File: src/rtl/fp_sp_to_u32_pipe_if.sv
// Operand/result bundle for the FP_sp -> u32 converter.
// The master drives ce/valid_in/X; the slave (converter) returns the result.
interface fp_sp_to_u32_pipe_if;
  logic        ce;
  logic        valid_in;
  logic [33:0] X;
  logic        valid_out;
  logic [31:0] R;
  logic        invalid;
  logic        inexact;

  modport master (output ce, valid_in, X, input  valid_out, R, invalid, inexact);
  modport slave  (input  ce, valid_in, X, output valid_out, R, invalid, inexact);
endinterface

File: src/rtl/fp_sp_to_u32_pipe.sv
// FloPoCo single-precision to unsigned 32-bit integer converter.
// Conversion is fully combinational in front of stage 1; the remaining stages only delay the result.
module fp_sp_to_u32_pipe #(
  parameter int NUM_STAGES = 6,
  parameter int ROUND_MODE = 0
) (
  input logic clk,
  input logic rst,
  fp_sp_to_u32_pipe_if.slave bus
);

  logic [1:0]  w_exn;
  logic        w_sgn;
  logic [7:0]  w_exp;
  logic [22:0] w_frac;
  logic [23:0] w_m;
  logic [4:0]  w_rsh;
  logic [3:0]  w_lsh;
  logic [47:0] w_ext;
  logic [31:0] w_int, w_mag, w_r;
  logic        w_g, w_s, w_inc, w_big, w_inv, w_inx;

  assign w_exn  = bus.X[33:32];
  assign w_sgn  = bus.X[31];
  assign w_exp  = bus.X[30:23];
  assign w_frac = bus.X[22:0];
  assign w_m    = {1'b1, w_frac};
  assign w_big  = (w_exp >= 8'd150);
  assign w_rsh  = 5'(8'd150 - w_exp);
  assign w_lsh  = 4'(w_exp - 8'd150);
  assign w_ext  = {w_m, 24'b0} >> w_rsh;

  // Integer part plus guard/sticky from the discarded fraction
  always_comb begin
    w_int = '0;
    w_g   = 1'b0;
    w_s   = 1'b0;
    if (w_big) begin
      w_int = {8'b0, w_m} << w_lsh;
    end else if (w_exp >= 8'd127) begin
      w_int = {8'b0, w_ext[47:24]};
      w_g   = w_ext[23];
      w_s   = |w_ext[22:0];
    end else begin
      w_g   = (w_exp == 8'd126);
      w_s   = (w_exp != 8'd126) | (|w_frac);
    end
  end

  assign w_inc = (ROUND_MODE == 1) & w_g & (w_s | w_int[0]);
  assign w_mag = w_int + 32'(w_inc);

  // Negative inputs with k>=23 are always nonzero even if the shift wrapped
  always_comb begin
    w_r   = '0;
    w_inv = 1'b0;
    w_inx = 1'b0;
    case (w_exn)
      2'b00: ;
      2'b11: w_inv = 1'b1;
      2'b10: begin
        w_inv = 1'b1;
        w_r   = w_sgn ? 32'h0 : 32'hFFFF_FFFF;
      end
      default: begin
        if (!w_sgn && w_exp >= 8'd159) begin
          w_r   = 32'hFFFF_FFFF;
          w_inv = 1'b1;
        end else if (w_sgn) begin
          if (w_big || w_mag != 32'h0) w_inv = 1'b1;
          else                         w_inx = w_g | w_s;
        end else begin
          w_r   = w_mag;
          w_inx = w_g | w_s;
        end
      end
    endcase
  end

  logic [NUM_STAGES-1:0] r_vld;
  logic [NUM_STAGES-1:0] r_inv;
  logic [NUM_STAGES-1:0] r_inx;
  logic [31:0]           r_r [NUM_STAGES];

  // Bubbles carry zeroed data so the pipe contents stay deterministic
  always_ff @(posedge clk or negedge rst) begin
    if (!rst) begin
      r_vld <= '0;
      r_inv <= '0;
      r_inx <= '0;
      for (int i = 0; i < NUM_STAGES; i++) r_r[i] <= '0;
    end else if (bus.ce) begin
      r_vld[0] <= bus.valid_in;
      r_inv[0] <= bus.valid_in & w_inv;
      r_inx[0] <= bus.valid_in & w_inx;
      r_r[0]   <= bus.valid_in ? w_r : 32'h0;
      for (int i = 1; i < NUM_STAGES; i++) begin
        r_vld[i] <= r_vld[i-1];
        r_inv[i] <= r_inv[i-1];
        r_inx[i] <= r_inx[i-1];
        r_r[i]   <= r_r[i-1];
      end
    end
  end

  assign bus.valid_out = r_vld[NUM_STAGES-1];
  assign bus.invalid   = r_inv[NUM_STAGES-1];
  assign bus.inexact   = r_inx[NUM_STAGES-1];
  assign bus.R         = r_r[NUM_STAGES-1];

endmodule

File: src/flat_wrapper.sv
// flat-port wrapper written by rule: the top's interface ports become plain ports
module fp_sp_to_u32_pipe_flat 
#(
  parameter int NUM_STAGES = 6,
  parameter int ROUND_MODE = 0
)
  (clk, rst, bus_ce, bus_valid_in, bus_X, bus_valid_out, bus_R, bus_invalid, bus_inexact);
  fp_sp_to_u32_pipe_if bus_i ();
  input logic clk;
  input logic rst;
  input wire logic [$bits(bus_i.ce)-1:0] bus_ce;
  input wire logic [$bits(bus_i.valid_in)-1:0] bus_valid_in;
  input wire logic [$bits(bus_i.X)-1:0] bus_X;
  output wire logic [$bits(bus_i.valid_out)-1:0] bus_valid_out;
  output wire logic [$bits(bus_i.R)-1:0] bus_R;
  output wire logic [$bits(bus_i.invalid)-1:0] bus_invalid;
  output wire logic [$bits(bus_i.inexact)-1:0] bus_inexact;
  assign bus_i.ce = bus_ce;
  assign bus_i.valid_in = bus_valid_in;
  assign bus_i.X = bus_X;
  assign bus_valid_out = bus_i.valid_out;
  assign bus_R = bus_i.R;
  assign bus_invalid = bus_i.invalid;
  assign bus_inexact = bus_i.inexact;
  fp_sp_to_u32_pipe #(.NUM_STAGES(NUM_STAGES), .ROUND_MODE(ROUND_MODE)) u_core (.clk(clk), .rst(rst), .bus(bus_i));
endmodule
File: config.mk
export PLATFORM = sky130hd
export DESIGN_NAME = fp_sp_to_u32_pipe_flat
export DESIGN_NICKNAME = d
export VERILOG_FILES = /design/src/rtl/fp_sp_to_u32_pipe_if.sv /design/src/rtl/fp_sp_to_u32_pipe.sv /design/src/flat_wrapper.sv
export SDC_FILE = /design/constraint.sdc
export NUM_CORES = 1
export LEC_CHECK = 0
export BUFFER_PORTS_ARGS = -buffer_cell sky130_fd_sc_hd__buf_2
export CORE_MARGIN = 10
export CORE_UTILIZATION = 45
export DETAILED_ROUTE_END_ITERATION = 10
export PLACE_DENSITY = 0.58
export SLEW_MARGIN = 30
export SYNTH_ARGS = -nofsm -noshare
export SYNTH_HDL_FRONTEND = slang
export SYNTH_SLANG_ARGS = --single-unit
File: constraint.sdc
create_clock -name clk -period 0.87 [get_ports clk]
set_input_delay 0.1305 -clock clk [delete_from_list [all_inputs] [get_ports clk]]
set_output_delay 0.1305 -clock clk [all_outputs]
set_load 0.01 [all_outputs]
==> impl_metrics.env <==
export IMPL_status="finished with violations"
export IMPL_violations="setup timing"
export IMPL_io_pins=73
export IMPL_htree_levels=1
export IMPL_clk_pin_slew_ns=0.06
export IMPL_comb_power_share_pct=27.0
export IMPL_synth_distinct_cells=64
export IMPL_ant_nets=0
export IMPL_drive_gt1_share_pct=58.5
export IMPL_netSwitchingPower_w=0.00777
export IMPL_clkPwrFrac_pct=32.6
export IMPL_endpoint_kind="flip-flop"
export IMPL_syn_inst=882
export IMPL_gr_total_overflow=0
export IMPL_finalSetupTns_ns=-47.21
export IMPL_min_period_ns=2.73
export IMPL_slew_viol_final=0
export IMPL_grt_pass1_wl_um=46500
export IMPL_criticalPathCategory="input port to flip-flop"
export IMPL_gp_congestion=0.920
export IMPL_synth_area_leaders="dfrtp_1, mux2_2, mux4_2"
export IMPL_required_ns=1.27
export IMPL_final_common_cell="dfrtp_1"
export IMPL_core_um2=24400
export IMPL_dpl_hpwl_um=21000
export IMPL_die_area_um2=31600
export IMPL_final_cell_mix="dfrtp_1, buf_4, mux2_2"
export IMPL_grt_usage_pct=18.3
export IMPL_tightest_slew_ns=0.587
export IMPL_critPathArrivalTime_ns=3.13
export IMPL_leakage_nw=7.35
export IMPL_firstDrtPassIters=7
export IMPL_grt_setup_unrepaired="true"
export IMPL_io_buffer_count=72
export IMPL_fin_worst_skew_ns=0.0193
export IMPL_pre_cts_ws_ns=-2.74
export IMPL_final_period_utilization_pct=314
export IMPL_maxClockFrequency_mhz=366
export IMPL_cts_tree="built"
export IMPL_row_count=57
export IMPL_synth_top_area_cell="dfrtp_1"
export IMPL_nNetsFinal=1175
export IMPL_viasPerCell=5.54
export IMPL_syn_area_per_cell_um2=12.7
export IMPL_floorplan_initialDensity_pct=45.9
export IMPL_power_density_nw_per_um2=1870
export IMPL_drtIter0Drc=558
export IMPL_min_path_type="input port to flip-flop"
export IMPL_wire_per_inst_um=19.6
export IMPL_synth_top_flop_cell="dfrtp_1"
export IMPL_synth_fp_nets=926
export IMPL_cts_buffers=23
export IMPL_place_inst=1370
export IMPL_antenna_found_initial=0
export IMPL_synth_top_cell_area_share_pct=47.0
export IMPL_yosysWarnings=0
export IMPL_die_y_um=178
export IMPL_die_w_um=178
export IMPL_final_util_pct=63.2
export IMPL_insertedDiodeCount=0
export IMPL_root_buffer="clkbuf_16"
export IMPL_grt_max_degree=35
export IMPL_async_flop_share_pct=100
export IMPL_setup_violations=76
export IMPL_cts_buffer_depth=3
export IMPL_drcViolationCount=0
export IMPL_grt_pass1_vias=8365
export IMPL_intPower_w=0.0211
export IMPL_power_frac_seq_pct=40.3
export IMPL_wl_um=28900
export IMPL_syn_area_um2=11200
export IMPL_worstPathMaxFanout=7
export IMPL_synth_edf_count=0
export IMPL_clock_latency_ns=0.52
export IMPL_switching_share_pct=26.9
export IMPL_final_cells=1470
export IMPL_synth_seq_cells=210
export IMPL_setup_slack_ns=-1.86
export IMPL_vias=8147
export IMPL_slew_headroom_pct=60.3
export IMPL_drv_cap=0
export IMPL_cp_start_kind="input port"
export IMPL_synthToLayoutAreaGrowth_pct=37.8
export IMPL_vdd_drop_max_v=0.00124
export IMPL_timing_hold_violations_final=0
export IMPL_yosysSeqAreaShare_pct=47.0
export IMPL_clock_sinks=210
final timing paths:
kind                             startpoint                to  slack (ns)  depth (start not counted)
max                               bus_X[23]   u_core.r_inv[0]       -1.86                         12
max in group asynchronous               rst    u_core.r_r[82]        0.30                          3
max reg2reg                u_core.bus.R[14]  u_core.bus.R[14]       -0.11                          3
min in group asynchronous               rst  u_core.bus.R[23]        0.08                          2
min reg2reg                 u_core.r_r[188]   u_core.r_r[188]        0.49                          1
min                            bus_valid_in   u_core.r_vld[0]        0.04                          4
area by class of cell:
class / count / area (µm²)
tap: 324 / 405
sequential: 210 / 5260
clock buffer: 33 / 673
inverter: 6 / 27.5
fill: 1901 / 8980
multi-input combinational: 568 / 6150
clock inverter: 7 / 78.8
timing repair buffer: 322 / 2820
flip-flops by register name, summed over array words and instances, names as in the netlist:
| name | cells |
|---|---|
| u_core.r_r | 160 |
| u_core.r_inv | 6 |
| u_core.r_inx | 6 |
| u_core.r_vld | 6 |
| u_core.bus.R | 32 |
routing by layer:
| layer | GRT usage (%) | vias up | share of wire, % |
|---|---|---|---|
| met5 | 0 | - | 0 |
| met4 | 5.38 | 0 | 2.5 |
| met1 | 25.8 | 4058 | 45 |
| met3 | 2.74 | 45 | 5.3 |
| met2 | 28.6 | 218 | 47 |
| li1 | - | 3826 | - |
cell usage after synthesis, types with 3 or more instances:
| master | count |
|---|---|
| dfrtp_1 | 210 |
| mux2_2 | 188 |
| clkbuf_1 | 45 |
| nand2_1 | 44 |
| mux2i_1 | 42 |
| o21ai_0 | 39 |
| buf_4 | 35 |
| mux4_2 | 32 |
| a22o_1 | 26 |
| a21oi_1 | 25 |
| nor2_1 | 23 |
| a32oi_1 | 11 |
| nor3_1 | 10 |
| o2bb2ai_1 | 10 |
| a222oi_1 | 8 |
| buf_2 | 8 |
| nand3_1 | 8 |
| nand4_1 | 8 |
| mux2_1 | 7 |
| buf_1 | 6 |
| ha_1 | 6 |
| mux4_1 | 5 |
| o211ai_1 | 5 |
| a211oi_1 | 4 |
| a221oi_1 | 4 |
| a31oi_1 | 4 |
| o21a_1 | 4 |
| o22ai_1 | 4 |
| and3_1 | 3 |
| and4_1 | 3 |
| buf_6 | 3 |
| inv_1 | 3 |
| nand3b_1 | 3 |
| nor2b_1 | 3 |
| nor4_1 | 3 |
| xnor2_1 | 3 |
kinds of logic after synthesis:
family                   after synthesis  share of synthesized area, %
flip-flops                           210                          47.0
AND/OR/NAND/NOR                      119                          5.18
buffers and inverters                104                          5.10
XOR/XNOR                               5                         0.392
adder cells (fa/ha/maj)                6                         0.671
multiplexers                         276                          31.3
AO/OA/AOI/OAI                        162                          10.4
critical path, cell delays in order:
cell	delay (ns)
buf_12	0.08
inv_6	0.03
ha_4	0.32
buf_6	0.16
mux2_4	0.32
mux2_4	0.27
mux4_2	0.54
a221oi_4	0.36
nand4_1	0.20
nor4_4	0.32
a32oi_2	0.17
a22o_1	0.23
power groups by stage:
stage	combinational [W]	clock [W]	sequential, W
floorplan	0.00434	0	0.0116
global placement	0.00641	0	0.0118
detailed placement	0.00646	0	0.0118
CTS	0.00733	0.00972	0.0116
global route	0.00835	0.0102	0.0118
finish	0.00781	0.00942	0.0116
repair_timing:
item                                   4_1_cts  5_1_grt
gates cloned                                 2        2
setup buffers                               43       24
endpoints found under the hold margin      210        0
hold buffers                                 1        0
gates resized for setup                    132       64
pin swaps                                   35       32
setup endpoints to repair                   69       80
through the flow:
step	area (µm²)	total power, W	hold WS (ns)
6_report	15400	0.0289	0.0402
5_1_grt	15400	0.0304	0.0425
4_1_cts	15000	0.0287	0.0204
3_5_place_dp	13300	0.0183	0.0615
3_3_place_gp	13300	0.0182	0.0598
2_1_floorplan	11900	0.0159	-0.165
No activity file was read; power rests on OpenSTA's default activity.
